`src/rtl/i2c_reg_bank.sv`:
```
// Pointer-addressed 8-bit register bank behind an I2C slave byte engine.
// Writable control registers below RO_BASE; status_in-sourced read-only registers from RO_BASE up.
module i2c_reg_bank #(
    parameter int N_REGS  = 16,
    parameter int RO_BASE = 12
) (
    input  logic                clk,
    input  logic                n_rst,
    input  logic                ready,
    input  logic [7:0]          out_data,
    input  logic                out_ena,
    input  logic                master_rdreq,
    output logic [7:0]          master_data,
    input  logic [8*N_REGS-1:0] status_in,
    output logic [8*N_REGS-1:0] regs_flat,
    output logic                wr_stb,
    output logic [7:0]          wr_addr,
    output logic [7:0]          wr_data
);

    localparam int         AW        = $clog2(N_REGS);
    localparam logic [8:0] RO_BASE_W = 9'(RO_BASE);
    localparam logic [8:0] N_REGS_W  = 9'(N_REGS);

    localparam logic [2:0] S_IDLE  = 3'd0;
    localparam logic [2:0] S_ADDR  = 3'd1;
    localparam logic [2:0] S_PTR   = 3'd2;
    localparam logic [2:0] S_WDATA = 3'd3;
    localparam logic [2:0] S_RDATA = 3'd4;

    logic [2:0]    state;
    logic          ready_seen;
    logic [7:0]    ptr;
    logic [7:0]    regs [N_REGS];
    logic [AW-1:0] ptr_idx;
    logic          ptr_rw;
    logic          ptr_in_map;
    logic [7:0]    rd_val;

    assign ptr_idx    = ptr[AW-1:0];
    assign ptr_rw     = {1'b0, ptr} < RO_BASE_W;
    assign ptr_in_map = {1'b0, ptr} < N_REGS_W;

    // NOTE: every variable gets a default before the ifs, so no path leaves it unassigned and no latch is inferred.
    always_comb begin
        rd_val = 8'hFF;
        if (ptr_rw)
            rd_val = regs[ptr_idx];
        else if (ptr_in_map)
            rd_val = status_in[{ptr_idx, 3'b000} +: 8];
    end

    // Read-only slots are never written, so they read back as zero here.
    always_comb begin
        regs_flat = '0;
        for (int i = 0; i < RO_BASE; i++)
            regs_flat[8*i +: 8] = regs[i];
    end

    // NOTE: clocked state uses non-blocking assignments only, so every flop samples pre-edge values.
    always_ff @(posedge clk or negedge n_rst) begin
        if (!n_rst) begin
            state       <= S_IDLE;
            ready_seen  <= 1'b0;
            ptr         <= 8'h00;
            master_data <= 8'h00;
            wr_stb      <= 1'b0;
            wr_addr     <= 8'h00;
            wr_data     <= 8'h00;
            // NOTE: the register array is reset because regs_flat must read all-zero straight out of reset.
            for (int i = 0; i < N_REGS; i++)
                regs[i] <= 8'h00;
        end else begin
            wr_stb      <= 1'b0;
            master_data <= rd_val;
            if (ready) begin
                state      <= S_IDLE;
                ready_seen <= 1'b1;
            end else begin
                case (state)
                    // A transfer already in flight when reset released is ignored until STOP.
                    S_IDLE: if (ready_seen) state <= S_ADDR;
                    S_ADDR: begin
                        if (out_ena)
                            state <= out_data[0] ? S_RDATA : S_PTR;
                    end
                    S_PTR: begin
                        if (out_ena) begin
                            ptr   <= out_data;
                            state <= S_WDATA;
                        end
                    end
                    S_WDATA: begin
                        if (out_ena) begin
                            if (ptr_rw) begin
                                regs[ptr_idx] <= out_data;
                                wr_stb        <= 1'b1;
                                wr_addr       <= ptr;
                                wr_data       <= out_data;
                            end
                            ptr <= ptr + 8'd1;
                        end
                    end
                    S_RDATA: begin
                        if (master_rdreq)
                            ptr <= ptr + 8'd1;
                    end
                    default: state <= S_IDLE;
                endcase
            end
        end
    end

endmodule

```
`config.mk`:
```
export PLATFORM = sky130hd
export DESIGN_NAME = i2c_reg_bank
export DESIGN_NICKNAME = d
export VERILOG_FILES = /design/src/rtl/i2c_reg_bank.sv
export SDC_FILE = /design/constraint.sdc
export NUM_CORES = 1
export LEC_CHECK = 0
export CAP_MARGIN = 20
export CORE_ASPECT_RATIO = 1.25
export CORE_UTILIZATION = 47
export DETAILED_ROUTE_END_ITERATION = 12
export PLACE_DENSITY = 0.86
export SYNTH_ARGS = -nofsm -noshare
export SYNTH_HDL_FRONTEND = slang
export SYNTH_SLANG_ARGS = --single-unit
```
`constraint.sdc`:
```
create_clock -name clk -period 6.2 [get_ports clk]
set_input_delay 1.24 -clock clk [delete_from_list [all_inputs] [get_ports clk]]
set_output_delay 1.24 -clock clk [all_outputs]
set_load 0.1 [all_outputs]
```
# [Word level (Yosys, flattened, before mapping)]
# Index checks and enable logic that the tools add are counted.
[op_classes] add_sub_neg=1 order_cmp=4 eq_ne=11 n_shift=1 mux=22 bitwise=2 n_reduce_logical=7
[op_table] op="$bwmux 128" count=1
[op_table] op="$shiftx 128x8->8" count=1
[op_table] op="$mux 8" count=8
[op_table] op="$bmux 8 s4" count=1
[op_table] op="$demux 8 s4" count=1
[op_table] op="$pmux 8 s3" count=1
[op_table] op="$mux 3" count=5
[op_table] op="$pmux 3 s4" count=1
[op_table] op="$ne 3x3->1 const B" count=3
[op_table] op="$add 8x1->8 const B" count=1
[op_table] op="$lt 8x4->1 const B" count=1
[op_table] op="$lt 8x5->1 const B" count=1
[op_table] op="$reduce_and 4->1" count=2
[op_table] op="$eq 3x2->1 const B" count=2
[op_table] op="$ne 2x2->1 const B" count=3
[op_table] op="$ge 5x5->1 const B" count=1
[op_table] op="$lt 5x1->1 const B" count=1
[op_table] op="$not 4->5" count=1
[op_table] op="$reduce_and 5->1" count=1
[op_table] op="$mux 1" count=4
[op_table] op="$eq 3x1->1 const B" count=1
[op_table] op="$eq 3x3->1 const B" count=1
[op_table] op="$logic_not 3->1" count=1
[op_table] op="$reduce_bool 3->1" count=1
[op_table] op="other kinds (4)" count=4
[word_totals] ff_bits=165 in_bits=141 output_inout_bits=153 word_cells=71

# [Depth between registers and ports, before layout]
# Gate-level depths: netlist of run 1.
[logic_depth] word_depth=6 ltp_mapped=8 mapped_depth_nobuf=5

# [Worst setup path after synthesis of run 1]
# No wires, ideal clock.
[synth_path] path_type="input -> register" startpoint="in ready" endpoint="reg regs (netlist bit regs_flat[10])" setup_time_ns=0.125 t_arrival_ns=2.648 t_required_ns=6.075 path_slack_ns=3.427 stages=4 path_buffers=0 cell_sequence="and4bb_2 > nand4_4 > nor4b_4 > mux2_2"
[synth_between] elab_chain_cells=2
[synth_rtl] item="start: declaration" line="9" source="input logic ready,"
[synth_rtl] item="$not 1->1 (no source line)"
[synth_rtl] item="$reduce_and 4->1 (no source line)"
[synth_rtl] item="end signal: indexed assignment" line="96" source="regs[ptr_idx] <= out_data;"
[synth_rtl] item="end: declaration" line="34" source="logic [7:0] regs [N_REGS];"
# Every way passes these cells.
# A chain may end at the register's enable or synchronous reset.

# [Worst setup path after layout of run 1]
[layout_path] startpoint="in ready" endpoint="reg regs (netlist bit regs_flat[14])"
# The elaborated chain is that of the path after synthesis.

==> flow_summary.rst, run 1 <==
.. list-table::
   :header-rows: 1

   * - Metric
     - Value
   * - Seq/Total Area, Yosys
     - ~46%
   * - Mapped Avg Cell Area
     - around 12 µm²
   * - Static leakage
     - 3.98 nW
   * - Proportion of register bits with asynchronous set or reset after synthesis
     - 100%
   * - Global routing met2 resource utilization
     - 40.3%
   * - Data required, critical path
     - around 6500 ps
   * - Total negative setup slack
     - 0 ps
   * - Worst setup EP type
     - register
   * - Number of flops mapped to enable cells by yosys
     - 0
   * - Biggest cell delay along the critical path
     - just over 900 ps
   * - Via/cell ratio
     - 5.48
   * - Period Utilization, post-route
     - between 50 and 60%
   * - Total design power
     - about 2.7 mW
   * - Area share of the largest cell type after synthesis
     - between 40% and 50%
   * - Max Fclk
     - 278 MHz
   * - Predominant post-synthesis flop cell
     - sky130_fd_sc_hd__dfrtp_1
   * - Clock buffer count from CTS
     - 17
   * - CTS tree
     - built
   * - Number of distinct library cells after synthesis
     - 47
   * - PortBufs
     - between 150 and 200
   * - Worst clock skew
     - about 9.7 ps
   * - Average wire length per cell after detail routing
     - approximately 21 µm
   * - CP max FO
     - 27
   * - Type of the tightest min-delay check
     - register to register
   * - Max-slew violation count
     - 0
   * - Synth Warn #
     - 0
   * - Run status
     - finished, final reports clean
   * - Overflow after GRT
     - 0
   * - Placement row count
     - 50
   * - GR Util met1
     - 29.4%
   * - Start-to-end type of the worst setup path
     - primary input to register
   * - Vertical extent of the die
     - roughly 140 µm
   * - Data arrival at the endpoint of the critical path
     - 3910 ps
   * - Gate count of the mapped netlist
     - about 600
   * - Clock input transition at the sequential cells of the worst setup and hold paths
     - about 60 ps
   * - Largest net degree at the start of global routing
     - 76
   * - Number of storage elements in the synthesis netlist
     - between 100 and 150
   * - Total half-perimeter wirelength after legalization and detailed placement
     - about 13000 µm
   * - Number of hold violations in the final report
     - 0
   * - Net count of the finished layout
     - 800
   * - Final Setup Violations
     - 0
   * - Slew at the pin closest to its max-slew limit
     - roughly 1100 ps
   * - Clk Latency, worst-skew pair
     - 420 ps
   * - First DRT Iteration DRCs
     - 297
   * - Ordered cell list for the critical path
     - clkdlybuf4s50_1 -> and4bb_2 -> nand4_4 -> nor4b_4 -> mux2_2
   * - Share of cells above drive strength 1
     - ~28%
   * - Initial Utilization
     - between 40% and 50%
   * - Hold bufs inserted after CTS
     - 0
   * - Mapped Area
     - ~0.0073 mm²
   * - Maximum clock path buffer count
     - 2
   * - Rel. slew slack
     - between 20 and 30%
   * - Cell at the slowest stage of the critical path
     - sky130_fd_sc_hd__nor4b_4
   * - Cell with the most instances after synthesis
     - sky130_fd_sc_hd__dfrtp_1
   * - Antenna cells
     - 0
   * - Number of filler instances in the final layout
     - ~1200
   * - Min Clock Period, post-route
     - 3600 ps
   * - Routed vias
     - between 4000 and 5000
   * - Global routing usage on met3
     - ~5.1%
   * - Initial antenna violation count
     - 0
   * - Busiest layer in global routing
     - met2
   * - Global-route wire length before repair
     - between 20000 and 30000 µm
   * - Root cell of the clock tree
     - sky130_fd_sc_hd__clkbuf_16
   * - RSZ-0062 raised after global routing
     - false
   * - Chip width
     - around 110 µm
   * - Ranking of synthesized cells by instance count
     - sky130_fd_sc_hd__dfrtp_1 (133), sky130_fd_sc_hd__buf_4 (128), sky130_fd_sc_hd__mux2_2 (104), sky130_fd_sc_hd__nand2_1 (42), sky130_fd_sc_hd__mux4_2 (28)
   * - Layout Area Growth over Synthesis
     - 22.0%
   * - Startpoint class of the critical path
     - primary input
   * - Core region area
     - 0.0151 mm²
   * - Die Footprint
     - around 0.016 mm²
   * - Iteration count of the initial detailed-routing pass
     - 5
   * - Number of nets still failing antenna checks after routing
     - 0
   * - Post-synthesis cell type with the largest combined area
     - sky130_fd_sc_hd__dfrtp_1
   * - Clk sinks
     - roughly 130
   * - Areal power density over the cells
     - ~300 mW/mm²
   * - Max Cap Violations
     - 0
   * - H-tree Lvls
     - 4
   * - Number of design rule violations left after detail routing
     - 0
   * - Final estimated routing congestion in global placement
     - 0.854
   * - Total detailed-routing wirelength
     - 18500 µm
   * - Synth top area cells
     - sky130_fd_sc_hd__dfrtp_1 (46%), sky130_fd_sc_hd__mux2_2 (16%), sky130_fd_sc_hd__buf_4 (13%)
   * - Largest voltage drop on the vdd net
     - ~0.00015 V
   * - Post-CTS sizing
     - 0
   * - Vias in the first global route
     - around 5100
   * - Post-CTS Setup Repair Bufs
     - 0
   * - Total global routing track utilization
     - between 20% and 30%
   * - Top-level port count
     - between 200 and 300
==> area by class of cell <==
class | count | area, µm² | area share, %
sequential | 133 | 3330 | 37.4
multi-input combinational | 327 | 2970 | 33.4
timing repair buffer | 169 | 1680 | 18.9
clock buffer | 20 | 447 | 5.02
tap | 208 | 260 | 2.93
clock inverter | 12 | 176 | 1.98
inverter | 7 | 26.3 | 0.295
==> per-layer routing <==
metal / wire (µm) / part of all wire, % / vias to the layer above
met5: 0 / 0 / -
met4: 851 / 4.6 / 0
met3: 1160 / 6.3 / 63
met2: 9290 / 50 / 239
met1: 7220 / 39 / 2435
li1: - / - / 2063
==> logic make-up after synthesis <==
group,count (synthesis),share of synthesized area (%)
adders and majority gates,4,0.686
muxes,133,24.8
and+or+nand+nor,99,8.75
AOI/OAI and AO/OA,59,4.85
buffers and inverters,163,15.2
other,1,0.0514
DFF,133,45.6
==> final timing paths <==
path | startpoint | to | slack (ps) | cells after the start
max | ready | regs_flat[14]$_DFFE_PN0P_ | 2600 | 5
min | wr_data[3]$_DFFE_PN0P_ | wr_data[3]$_DFFE_PN0P_ | 480 | 2
max reg2reg | ptr[2]$_DFFE_PN0P_ | regs_flat[14]$_DFFE_PN0P_ | 3310 | 4
min reg2reg | wr_data[3]$_DFFE_PN0P_ | wr_data[3]$_DFFE_PN0P_ | 480 | 2
max in group asynchronous | n_rst | ptr[0]$_DFFE_PN0P_ | 4040 | 2
min in group asynchronous | n_rst | regs_flat[80]$_DFFE_PN0P_ | 770 | 1
==> metrics by stage <==
step | hold slack (ps) | worst slack, ps | area (µm²) | cells | util, %
2_1_floorplan | 452 | 3430 | 7410 | 623 | -
3_3_place_gp | 463 | 2220 | 8270 | 844 | 54.9
3_5_place_dp | 464 | 2150 | 8270 | 844 | 54.9
4_1_cts | 486 | 2590 | 8900 | 876 | 59.0
5_1_grt | 499 | 2450 | 8900 | 876 | 59.0
6_report | 478 | 2600 | 8900 | 876 | 59.0
==> worst max-delay path: cells and delay by family <==
family / cells / cell delay (ps)
multiplexers: 1 / 410
AND/OR/NAND/NOR: 3 / 1720
buffers and inverters: 1 / 520
==> flip-flops by register name (all words and copies together) (netlist names) <==
name and flops:
state 3, ready_seen 1, wr_addr 8, ptr 8, wr_data 8, regs_flat 96
master_data 8, wr_stb 1
==> layout by cell type, fill, tap and decap left out, types with 5 or more instances in the layout <==
cell type / count
sky130_fd_sc_hd__conb_1: 32
sky130_fd_sc_hd__nand3_2: 5
sky130_fd_sc_hd__a211oi_1: 5
sky130_fd_sc_hd__nor2_1: 11
sky130_fd_sc_hd__nand2_1: 42
sky130_fd_sc_hd__clkdlybuf4s50_1: 164
sky130_fd_sc_hd__inv_1: 6
sky130_fd_sc_hd__mux4_2: 28
sky130_fd_sc_hd__o21ai_0: 12
sky130_fd_sc_hd__mux2_2: 104
sky130_fd_sc_hd__a21oi_1: 23
sky130_fd_sc_hd__dfrtp_1: 132
sky130_fd_sc_hd__o22ai_1: 6
sky130_fd_sc_hd__clkbuf_16: 17
sky130_fd_sc_hd__nor2b_1: 6
==> report_power, final <==
group          leakage, nW  internal [mW]  switching, mW
logic                 1.89          0.218          0.422
registers             1.79          0.901         0.0798
clock network        0.300          0.683          0.377
total                 3.98           1.80          0.878
(Power assumes the default switching activity.)
==> inputs of run 2 (changes only) <==
CORE_UTILIZATION = 39   (was 47)
PLACE_DENSITY = 0.76   (was 0.86)
clock period = 3.06 ns   (was 6.2 ns; I/O delays follow)
==> run 2 against run 1 <==
Critical path depth unchanged. First-iteration DRC count down 22%. Register-to-register slack worse by 2600 ps. Clock power increased by 99%. Power is 100% higher. Die area rose by 20%. Routed wire length increased by 0.86%. Sequential share of layout area up 0.63 points. Cell count increased by 4.2%. Non-clock buffer count rose by 17. Hold slack worse by 290 ps. Final area shrank 1.6%.
==> flow_summary.rst, run 2 (synthesis results as in run 1) <==
.. list-table::
   :header-rows: 1

   * - Metric
     - Value
   * - Data arrival at the endpoint of the critical path
     - 2650 ps (was 3910 ps)
   * - Clock input transition at the sequential cells of the worst setup and hold paths
     - 60 ps (about the same)
   * - Hold bufs inserted after CTS
     - 0 (unchanged)
   * - Biggest cell delay along the critical path
     - 820 ps (was 920 ps)
   * - Root cell of the clock tree
     - sky130_fd_sc_hd__clkbuf_16 (unchanged)
   * - Total negative setup slack
     - 0 ps (unchanged)
   * - Global-route wire length before repair
     - 28100 µm (was 28800 µm)
   * - Clk Latency, worst-skew pair
     - 430 ps (was 420 ps)
   * - Average wire length per cell after detail routing
     - 20.5 µm (was 21.1 µm)
   * - Die Footprint
     - 0.0193 mm² (was 0.0160 mm²)
   * - Worst clock skew
     - 9.86 ps (was 9.74 ps)
   * - Antenna cells
     - 0 (unchanged)
   * - Worst path bufs/invs
     - 1 (unchanged)
   * - Number of nets still failing antenna checks after routing
     - 0 (unchanged)
   * - Areal power density over the cells
     - 620 mW/mm² (was 301 mW/mm²)
   * - Core region area
     - 0.0182 mm² (was 0.0151 mm²)
   * - Max-slew violation count
     - 0 (unchanged)
   * - CTS tree
     - built (unchanged)
   * - RSZ-0062 raised after global routing
     - false (unchanged)
   * - Run status
     - finished, final reports clean (unchanged)
   * - Vias in the first global route
     - 4580 (was 5069)
   * - Startpoint class of the critical path
     - register (was primary input)
   * - Flip-flop count of the largest register, all copies and words added
     - 96 (unchanged)
   * - Chip width
     - 124 µm (was 113 µm)
   * - Number of design rule violations left after detail routing
     - 0 (unchanged)
   * - Post-CTS sizing
     - 0 (unchanged)
   * - Area used by sequential logic in the layout
     - 0.00333 mm² (unchanged)
   * - Worst setup EP type
     - register (unchanged)
   * - Commonest cells after routing, fill and taps aside
     - sky130_fd_sc_hd__buf_4 (141), sky130_fd_sc_hd__dfrtp_1 (132), sky130_fd_sc_hd__mux2_2 (104) (was sky130_fd_sc_hd__clkdlybuf4s50_1 (164), sky130_fd_sc_hd__dfrtp_1 (132), sky130_fd_sc_hd__mux2_2 (104))
   * - Layout Area Growth over Synthesis
     - 19.9% (was 22.0%)
   * - Largest net degree at the start of global routing
     - 64 (was 76)
   * - Number of filler instances in the final layout
     - 1619 (was 1172)
   * - Number of hold violations in the final report
     - 0 (unchanged)
   * - Data required, critical path
     - 3360 ps (was 6510 ps)
   * - Placement row count
     - 55 (was 50)
   * - Max Fclk
     - between 400 and 500 MHz
   * - Final worst slack
     - 708 ps (was 2600 ps)
   * - Final non-filler cell total
     - 913 (was 876)
   * - Ordered cell list for the critical path
     - buf_4 -> mux4_2 -> o22ai_1 -> or3_1 -> a21oi_1 (was clkdlybuf4s50_1 -> and4bb_2 -> nand4_4 -> nor4b_4 -> mux2_2)
   * - Rel. slew slack
     - 53.5% (was 29.2%)
   * - Total half-perimeter wirelength after legalization and detailed placement
     - 13700 µm (was 13200 µm)
   * - Multi-input combinational cell area
     - 0.00297 mm² (unchanged)
   * - Slew at the pin closest to its max-slew limit
     - 698 ps (was 1060 ps)
   * - Clock buffer count from CTS
     - 17 (unchanged)
   * - Max Cap Violations
     - 0 (unchanged)
   * - Placed insts
     - 881 (was 844)
   * - Min Clock Period, post-route
     - roughly 2400 ps
   * - Static leakage
     - 4.29 nW (was 3.98 nW)
   * - Most frequent standard cell in the layout excluding fill and tap cells
     - sky130_fd_sc_hd__buf_4 (was sky130_fd_sc_hd__clkdlybuf4s50_1)
   * - Initial antenna violation count
     - 0 (unchanged)
   * - Final Setup Violations
     - 0 (unchanged)
   * - Start-to-end type of the worst setup path
     - register to register (was primary input to register)
   * - CP max FO
     - 22 (was 27)
   * - Cell at the slowest stage of the critical path
     - sky130_fd_sc_hd__dfrtp_2 (was sky130_fd_sc_hd__nor4b_4)
   * - Initial Utilization
     - 40.0% (was 48.4%)
   * - Maximum clock path buffer count
     - 2 (unchanged)
   * - H-tree Lvls
     - 4 (unchanged)
   * - Routed vias
     - 4736 (was 4800)
   * - Clk sinks
     - 133 (unchanged)
   * - Overflow after GRT
     - 0 (unchanged)
   * - Total detailed-routing wirelength
     - 18700 µm (was 18500 µm)
   * - Period Utilization, post-route
     - 76.9%
   * - Via/cell ratio
     - 5.19 (was 5.48)
   * - First DRT Iteration DRCs
     - 233 (was 297)
   * - Final estimated routing congestion in global placement
     - 0.857 (was 0.854)
   * - Iteration count of the initial detailed-routing pass
     - 6 (was 5)
   * - Post-CTS Setup Repair Bufs
     - 0 (unchanged)
   * - Type of the tightest min-delay check
     - primary input to async pin (was register to register)
   * - Worst setup timing slack at the placement stage
     - 313 ps (was 2150 ps)
   * - Share of cells above drive strength 1
     - 47.6% (was 27.8%)
   * - Largest voltage drop on the vdd net
     - 0.000468 V (was 0.000153 V)
   * - Net count of the finished layout
     - 817 (was 800)
   * - Family with the most delay on the worst path
     - flip-flops (was simple AND/OR/NAND/NOR gates)
   * - Total global routing track utilization
     - 19.8% (was 24.4%)
   * - PortBufs
     - 165 (unchanged)
   * - Vertical extent of the die
     - 155 µm (was 141 µm)
   * - Top-level port count
     - 294 (unchanged)
run 2: layout make-up:
| type | instances | area share, % |
|---|---|---|
| clock buffer | 18 | 5.02 |
| clock inverter | 14 | 2.00 |
| inverter | 7 | 0.300 |
| multi-input combinational | 327 | 34.0 |
| sequential | 133 | 38.1 |
| tap | 228 | 3.26 |
| timing repair buffer | 186 | 17.4 |
run 2: per-stage QoR:
stage	utilization [%]	instance area, µm²	power (mW)	hold slack, ps
2_1_floorplan	-	7410	3.00	316
3_3_place_gp	44.6	8140	3.33	464
3_5_place_dp	44.6	8140	3.35	468
4_1_cts	48.0	8750	5.47	200
5_1_grt	48.0	8750	5.63	219
6_report	48.0	8750	5.42	190
run 2: per-layer routing:
layer	GRT usage [%]	wire length (µm)
met3	5.74	1320
met1	25.0	7700
met5	0	0
met4	7.75	456
met2	31.9	9210
run 2: worst register-to-register path: cells and delay by family, from the launching register on:
kind | cells | cell delay [ps]
AO/OA/AOI/OAI | 2 | 260
multiplexers | 1 | 560
flip-flops | 1 | 820
AND/OR/NAND/NOR | 1 | 140
buffers and inverters | 1 | 450
run 2: report_power, final:
group          internal, mW  total [mW]  switching, mW
registers              1.82        2.01          0.184
logic                 0.463        1.30          0.840
clock network          1.31        2.11          0.801
run 2: path summary, 6_finish.rpt:
path | from | endpoint | slack [ps] | cells past startpoint
max | ptr[0]$_DFFE_PN0P_ | master_data[0]$_DFF_PN0_ | 710 | 5
min | n_rst | regs_flat[45]$_DFFE_PN0P_ | 190 | 1
max reg2reg | ptr[0]$_DFFE_PN0P_ | master_data[0]$_DFF_PN0_ | 710 | 5
min reg2reg | wr_data[4]$_DFFE_PN0P_ | wr_data[4]$_DFFE_PN0P_ | 480 | 2
max in group asynchronous | n_rst | wr_data[7]$_DFFE_PN0P_ | 2150 | 2
min in group clk | wr_data[4]$_DFFE_PN0P_ | wr_data[4]$_DFFE_PN0P_ | 480 | 2
==> variant (config.mk and constraints of run 2) <==
`master_data` no longer has a reset.
--- a/src/rtl/i2c_reg_bank.sv
+++ b/src/rtl/i2c_reg_bank.sv
@@ -65,3 +65,2 @@
             ptr         <= 8'h00;
-            master_data <= 8'h00;
             wr_stb      <= 1'b0;
@@ -74,3 +73,2 @@
             wr_stb      <= 1'b0;
-            master_data <= rd_val;
             if (ready) begin
@@ -113,2 +111,6 @@
 
+    always_ff @(posedge clk) begin
+        master_data <= rd_val;
+    end
+
 endmodule
Behaviour: same outputs for any inputs over 4 cycles, from zero or initial values and one cycle with n_rst low; that may be too few to reach the edited logic, so the function may still have changed.
==> variant against run 2 <==
  * Setup slack better by 0.022 ns
  * Maximum frequency is 0.94% higher
  * Wire length is 0.19% lower
  * Synthesized area down 0.55%
  * Synthesized cell count did not move
  * Power is 0.94% lower
  * Non-clock buffer count rose by 1
  * Via count shrank 0.49%
  * Worst hold slack better by 0.077 ns
  * Sequential cell count stayed put
  * Design area shrank 0.66%
==> variant: results (changes against run 2) <==
- Placed Area: 0.008099 mm2 (was 0.008135 mm2)
- Complex-gate fraction of the synthesized area: 0.04881 (was 0.04854)
- Fillcell total: 1630 (was 1619)
- Clk Latency, worst-skew pair: 0.42 ns
- Synth Area in XOR/XNOR: 0 (unchanged)
- Post-Synth Adder-Cell Area: 0.006899 (was 0.006861)
- Arr. time, crit path: 2.63 ns (was 2.65 ns)
- I/O Buffers: 165 (unchanged)
- Post-CTS Setup Bufs: 0 (unchanged)
- Delay-heaviest family, CP: flip-flops (unchanged)
- P_leak: 4.280 nW (was 4.293 nW)
- Register-to-Register Setup Slack: 0.73 ns (was 0.71 ns)
- Max reg flops: 96 (unchanged)
- Netlist cell types: 48 (was 47)
- Status: finished, final reports clean (unchanged)
- Top cells by count, synth: 128 x buf_4, 125 x dfrtp_1, 104 x mux2_2, 42 x nand2_1, 28 x mux4_2 (was 133 x dfrtp_1, 128 x buf_4, 104 x mux2_2, 42 x nand2_1, 28 x mux4_2)
- Clock-pin slew on the worst setup and hold paths: 0.06 ns (about the same)
- WL final: 18.65 mm (was 18.69 mm)
- Share of layout cells above drive strength 1: 0.4767 (was 0.4759)
- Most used flip-flop cell after synthesis: dfrtp_1 (unchanged)
- Vias in the first global route: 4721 (was 4580)
- Hpwl dp: 13.36 mm (was 13.67 mm)
- Largest net degree at the start of global routing: 59 (was 64)
- Ranking of synthesized cells by area: dfrtp_1 43%, mux2_2 16%, buf_4 13% (was dfrtp_1 46%, mux2_2 16%, buf_4 13%)
- Initial antenna violation count: 0 (unchanged)
- R2R Path End: master_data[0] (unchanged)
- Post-Route Hold Slack: 0.2675 ns (was 0.1903 ns)
- Layout Nets: 818 (was 817)
- Mux share of post-synthesis cell area: 0.2497 (was 0.2484)
- First-pass GRT wire length: 28.36 mm (was 28.08 mm)
- Slowest stage delay, CP: 0.88 ns (was 0.82 ns)
- R2R cell count: 5 (unchanged)
- Slew margin rel.: 0.4429 (was 0.5349)
- Clock Skew: 0.009905 ns (was 0.009865 ns)
- H-tree depth: 4 (unchanged)
- Drt first pass iters: 4 (was 6)
- Peak supply drop: 0.0004212 V (was 0.0004684 V)
- Fraction of registers with async set/reset: 0.9398 (was 1.000)
- Register area share after synthesis: 0.4533 (was 0.4563)
- CP Max Fanout: 22 (unchanged)
- Initial DRC count: 197 (was 233)
- Total GRT Usage: 0.2049 (was 0.1976)
- N_diodes: 0 (unchanged)
- Vias per cell: 5.156 (was 5.187)
- GPL Wtd Cong: 0.8184 (was 0.8565)
[variant: logic make-up (layout without fill, tap and decap cells)]
logic type,Yosys count,in the layout
other,1,32
AND/OR/NAND/NOR,99,99
buffers and inverters,163,226
flip-flops,133,133
AO/OA/AOI/OAI,59,59
multiplexers,133,133
adder cells (fa/ha/maj),4,4
[variant: worst reg2reg max path, cell delays in order (launching register included)]
cell	delay [ns]
dfrtp_2	0.88
buf_4	0.36
buf_4	0.22
mux4_2	0.53
nor2_1	0.15
a21oi_1	0.08
[variant: stage by stage]
step | setup slack [ns] | cells | utilization
after floorplan | 0.7690 | 623 | -
after global placement | 0.3379 | 882 | 0.4458
after detailed placement | 0.3224 | 882 | 0.4458
after CTS | 0.6762 | 914 | 0.4784
after global routing | 0.5599 | 914 | 0.4784
final | 0.7300 | 914 | 0.4784
[variant: how the worst max path moves through the flow]
stage	slack [ns]	start	end	depth (start not counted)
2_1_floorplan	0.77	ptr[1]	regs_flat[10]	7
3_3_place_gp	0.34	out_ena	regs_flat[89]	6
3_5_place_dp	0.32	ready	regs_flat[95]	6
4_1_cts	0.68	ptr[0]	master_data[0]	5
5_1_grt	0.56	ptr[0]	master_data[0]	5
6_report	0.73	ptr[0]	master_data[0]	5
[variant: area by class of cell]
cell class              instances  area share
well taps                     228     0.03282
flip-flops and latches        133      0.3784
repair buffers                187      0.1753
multi-input cells             327      0.3422
inverters                       7    0.003023
clock buffers                  18     0.05053
clock inverters                14     0.01771
[variant: power by group]
group | switching, W | leakage (nW) | total (W) | internal, W
clock network | 0.000809 | 0.283 | 0.00204 | 0.00123
logic | 0.000855 | 2.22 | 0.00133 | 0.000472
registers | 0.000185 | 1.78 | 0.00201 | 0.00182
total | 0.00185 | 4.28 | 0.00537 | 0.00352
[variant: layer usage]
layer,global-route usage,share of wire
met1,0.2611,0.40
met2,0.3331,0.51
met3,0.04167,0.056
met4,0.09070,0.034
met5,0,0
